$ cat src/rtl/hello_lcd.sv
// hello_lcd
// Avalon-MM master that initialises an HD44780-style character LCD controller
// and prints a fixed greeting once per reset, then goes idle.
//
// Ports
//   clk          in   1  system clock, all logic on posedge
//   reset        in   1  asynchronous, active-high reset
//   address      out  1  0 = LCD instruction register, 1 = LCD data register
//   chipselect   out  1  mirrors write
//   byteenable   out  1  constant 1
//   read         out  1  constant 0 (reads are never issued)
//   write        out  1  write request, held until accepted
//   waitrequest  in   1  slave stall; accept = write & ~waitrequest
//   readdata     in   8  ignored
//   response     in   2  ignored
//   writedata    out  8  instruction byte or ASCII character
//
// Configuration macro
//   HELLO_LINE2_EN : appends "set DDRAM 0x40" and "MTRX3700" on line 2
//                    (N_INSTRS = 26 instead of 17).
module hello_lcd (
  input  logic       clk,
  input  logic       reset,
  output logic       address,
  output logic       chipselect,
  output logic       byteenable,
  output logic       read,
  output logic       write,
  input  logic       waitrequest,
  input  logic [7:0] readdata,
  input  logic [1:0] response,
  output logic [7:0] writedata
);

`ifdef HELLO_LINE2_EN
  localparam int N_INSTRS = 26;
`else
  localparam int N_INSTRS = 17;
`endif
  localparam int IDX_W = $clog2(N_INSTRS);
  localparam logic [IDX_W-1:0] LAST_IDX = IDX_W'(N_INSTRS - 1);

  localparam logic [1:0] S_IDLE = 2'd0;
  localparam logic [1:0] S_SEND = 2'd1;
  localparam logic [1:0] S_DONE = 2'd2;

  logic [1:0]       r_state;
  logic [IDX_W-1:0] r_index;
  logic [8:0]       w_entry;
  logic             w_unused;

  // ROM entry = {is_char, byte}; is_char drives the LCD register select.
  function automatic logic [8:0] rom_entry(input logic [IDX_W-1:0] idx);
    logic [8:0] v;
    v = {1'b0, 8'h38};
    case (idx)
      5'd0:  v = {1'b0, 8'h38};  // 8-bit bus, 2 lines
      5'd1:  v = {1'b0, 8'h0C};  // display on, cursor off
      5'd2:  v = {1'b0, 8'h01};  // clear
      5'd3:  v = {1'b0, 8'h06};  // entry mode: increment
      5'd4:  v = {1'b0, 8'h80};  // DDRAM address 0
      5'd5:  v = {1'b1, 8'h48};  // H
      5'd6:  v = {1'b1, 8'h65};  // e
      5'd7:  v = {1'b1, 8'h6C};  // l
      5'd8:  v = {1'b1, 8'h6C};  // l
      5'd9:  v = {1'b1, 8'h6F};  // o
      5'd10: v = {1'b1, 8'h20};  // space
      5'd11: v = {1'b1, 8'h57};  // W
      5'd12: v = {1'b1, 8'h6F};  // o
      5'd13: v = {1'b1, 8'h72};  // r
      5'd14: v = {1'b1, 8'h6C};  // l
      5'd15: v = {1'b1, 8'h64};  // d
      5'd16: v = {1'b1, 8'h21};  // !
`ifdef HELLO_LINE2_EN
      5'd17: v = {1'b0, 8'hC0};  // DDRAM address 0x40 (line 2)
      5'd18: v = {1'b1, 8'h4D};  // M
      5'd19: v = {1'b1, 8'h54};  // T
      5'd20: v = {1'b1, 8'h52};  // R
      5'd21: v = {1'b1, 8'h58};  // X
      5'd22: v = {1'b1, 8'h33};  // 3
      5'd23: v = {1'b1, 8'h37};  // 7
      5'd24: v = {1'b1, 8'h30};  // 0
      5'd25: v = {1'b1, 8'h30};  // 0
`endif
      default: v = {1'b0, 8'h38};
    endcase
    return v;
  endfunction

  // Sequencer: walk the ROM one entry per accepted write, stop after the last.
  always_ff @(posedge clk or posedge reset) begin
    if (reset) begin
      r_state <= S_IDLE;
      r_index <= '0;
    end else begin
      case (r_state)
        S_IDLE: r_state <= S_SEND;
        S_SEND: begin
          if (!waitrequest) begin
            if (r_index == LAST_IDX) begin
              r_state <= S_DONE;
            end else begin
              r_index <= r_index + IDX_W'(1);
            end
          end
        end
        S_DONE: r_state <= S_DONE;
        default: begin
          r_state <= S_IDLE;
          r_index <= '0;
        end
      endcase
    end
  end

  // Bus decode: data/address follow the registered index, so they stay put
  // for as long as the slave stalls.
  always_comb begin
    w_entry    = rom_entry(r_index);
    address    = w_entry[8];
    writedata  = w_entry[7:0];
    write      = (r_state == S_SEND);
    chipselect = write;
    byteenable = 1'b1;
    read       = 1'b0;
  end

  // Inputs required by the bus protocol but not used by a write-only master.
  assign w_unused = ^{readdata, response};

endmodule

$ cat config.mk
export PLATFORM = sky130hd
export DESIGN_NAME = hello_lcd
export DESIGN_NICKNAME = d
export VERILOG_FILES = /design/src/rtl/hello_lcd.sv
export SDC_FILE = /design/constraint.sdc
export NUM_CORES = 1
export LEC_CHECK = 0
export CORE_AREA = 10 10 53 55
export CTS_CLUSTER_SIZE = 24
export DETAILED_ROUTE_END_ITERATION = 12
export DIE_AREA = 0 0 63 65
export PLACE_DENSITY = 0.8
export SYNTH_ARGS = -nofsm -noshare
export SYNTH_HDL_FRONTEND = slang
export SYNTH_SLANG_ARGS = --single-unit
export TNS_END_PERCENT = 100
$ cat constraint.sdc
create_clock -name clk -period 2.15 [get_ports clk]
set_input_delay 0.645 -clock clk [delete_from_list [all_inputs] [get_ports clk]]
set_output_delay 0.645 -clock clk [all_outputs]
set_load 0.02 [all_outputs]
==> summary.txt <==
Final setup TNS = -338 ps
Largest net degree at the start of global routing = 14
Area growth syn-to-layout = 54.8%
Nets = 155
HP Class = register to register
Longest Clk Path Bufs = 2
Failing checks = negative setup slack
Seq/Total Area, Yosys = 22.6%
Initial Util = 41.6%
Row cnt = 16
Most frequent cells in the layout = buf_4, buf_6, nand2_1
Fin. max-slew vios = 0
Peak supply drop = 0.652 mV
Crit path to = writedata[0]
Core Area = 0.00186 sq mm
Worst-path clk slew = 50 ps
PD cells = 871 mW/mm^2
Unrepaired setup endpoints after global routing = yes
Post-synthesis net count = 120
Number of top-level pins = 26
Gate Count Post-Synth = 96
Crit path launch = r_index[0]
Inserted Clock Buffers = 3
Final hold violation count = 0
Grt ovf = 0
Slowest stage cell on the critical path = dfrtp_1
Initial DRC count = 28
Reg2reg start = r_index[2]
Cell Area, Synth = 774 sq um
Top Metal Used = met4
Crit. End Element = primary output
Met3 Routed Length = 78 microns
Final worst slack = -128 ps
Worst setup SP type = register
Die Wd = 63 microns
Number of diodes = 0
Total track usage = 10.7%
Layout cell share with drive strength beyond 1 = 45.4%
Commonest non-fill, non-tap cell in the layout = buf_4
Leak Pwr = 0.548 nW
Status = complete, but fails checks
Achievable Freq = 439 MHz
Fin Clk Skew = 0.234 ps
Die Ht = 65 microns
DR WL/cell = 14.4 microns
Max incr delay on CP = 400 ps
Drc violations = 0
Hold-fix buffer count after cts = 0
Cell Chain, Critical Path = inv_2 -> buf_6 -> ha_1 -> nor2_1 -> a311o_1 -> nand2_1 -> buf_6
Met2 wire length = 1170 microns
Worst-Skew Late Latency = 260 ps
Vias/cell = 5.22
CTS Sinks = 7
Post-synthesis register bit count = 7
Root Buffer = clkbuf_4
First-pass GRT wire length = 3660 microns
FILL cells = 154
Setup Crit Path Kind = register to primary output
Final WL = 2260 microns
Arrival @ worst endpoint = 1630 ps
M1 WL = 967 microns
RePlAce Congestion = 0.819
First-pass detailed-route iteration total = 4
Setup violators final = 7
Cell mode on critical path = buf_6
Die area = 0.00410 sq mm
Port Buf Inserts = 13
Fin crit share = 106%
H-tree depth = 1
Number of global-route vias before repair = 807
Detail Placement HPWL = 1580 microns
Initial antenna violation count = 0
Tot Pwr = 1.04 mW
Syn avg cell area = 8.07 sq um
Max cap viols = 0
R2R Setup Slk = 230 ps
Distinct cells, synth = 29
R2R cell count = 5
Ys Warns = 0
FF-to-FF End = r_state[0]
Via count = 819
Worst Path Max Fanout = 5
TritonCTS clock tree = built
ANT nets after route = 0
Minimum clock period after layout = 2280 ps
CP required = 1500 ps
[cells by family (layout without fill, tap and decap cells)]
logic type	count (synthesis)	in the layout	synth area share (%)
multiplexers	4	4	5.82
adder cells (fa/ha/maj)	11	11	17.8
buffers and inverters	18	52	10.7
AND/OR/NAND/NOR	29	29	21.0
flip-flops	7	7	22.6
other	2	2	0.970
AO/OA/AOI/OAI	25	25	21.2
[synthesized netlist by cell type, drive strengths merged]
| library cell | n | area (sq um) |
|---|---|---|
| a211o | 2 | 17.5 |
| nand2 | 7 | 26.3 |
| clkbuf | 4 | 15.0 |
| o22ai | 2 | 12.5 |
| nand2b | 3 | 18.8 |
| buf | 6 | 37.5 |
| o41ai | 1 | 8.76 |
| dfrtp | 7 | 175 |
| nor2 | 4 | 15.0 |
| inv | 8 | 30.0 |
| nor3 | 1 | 5.00 |
| nand4b | 1 | 8.76 |
| conb | 2 | 7.51 |
| o21ai | 9 | 45.0 |
| and2 | 1 | 6.26 |
| a21oi | 6 | 30.0 |
| ha | 11 | 138 |
| a22oi | 1 | 7.51 |
| nand3 | 4 | 20.0 |
| a41o | 2 | 20.0 |
| or4 | 1 | 7.51 |
| nand3b | 3 | 22.5 |
| or3b | 1 | 8.76 |
| a311o | 1 | 10.0 |
| a211oi | 1 | 12.5 |
| nor2b | 2 | 12.5 |
| nand4bb | 1 | 11.3 |
| mux2 | 4 | 45.0 |
[worst min path at each step]
stage                     cells past startpoint    endpoint        from
after floorplan                               1  r_index[0]       reset
after global placement                        1  r_state[1]  r_state[1]
after detailed placement                      1  r_state[1]  r_state[1]
after CTS                                     1  r_state[1]  r_state[1]
after global routing                          1  r_state[1]  r_state[1]
final                                         1  r_state[1]  r_state[1]
[where the power goes]
part           switching, mW  total (mW)  internal, mW
sequential            0.0240       0.187         0.163
clock                 0.0564       0.128        0.0713
combinational          0.373       0.730         0.357
[repair_timing]
action,4_1_cts,5_1_grt
pin swaps,8,4
hold endpoints to repair,0,0
setup buffers,6,0
endpoints found under the setup margin,11,9
gates resized for setup,73,9
[sequential cells by signal (all words and copies together), names as in the netlist]
signal,cells
r_state,2
r_index,5
[cell type report]
type                    count  area (sq um)  share of cell area, %
multi-input cells          71           592                   49.4
repair buffers             40           340                   28.4
flip-flops and latches      7           176                   14.7
well taps                  27          33.8                   2.82
inverters                   8          30.0                   2.51
clock buffers               4          26.3                   2.19
[per-layer routing]
layer / vias up / track usage [%]
met5: - / 0
met3: 4 / 2.41
met1: 395 / 11.3
met4: 0 / 5.03
met2: 20 / 19.8
li1: 400 / -
[critical path: cells and delay by family, from the launching register on]
kind | cells | cell delay (ps)
buf+inv | 3 | 370
flops | 1 | 400
compound gates | 1 | 290
simple gates | 2 | 140
fa+ha+maj | 1 | 160
[metrics by stage]
step | area (sq um) | util (%) | instances | worst slack [ps] | hold slack, ps
finish | 1200 | 64.4 | 157 | -128 | 547
global route | 1200 | 64.4 | 157 | -194 | 579
CTS | 1170 | 62.8 | 157 | -105 | 547
detailed placement | 1040 | 56.0 | 147 | -340 | 535
global placement | 1040 | 56.0 | 147 | -314 | 520
floorplan | 774 | - | 96 | 16.3 | 448
Power figures use the tool's default switching activity.
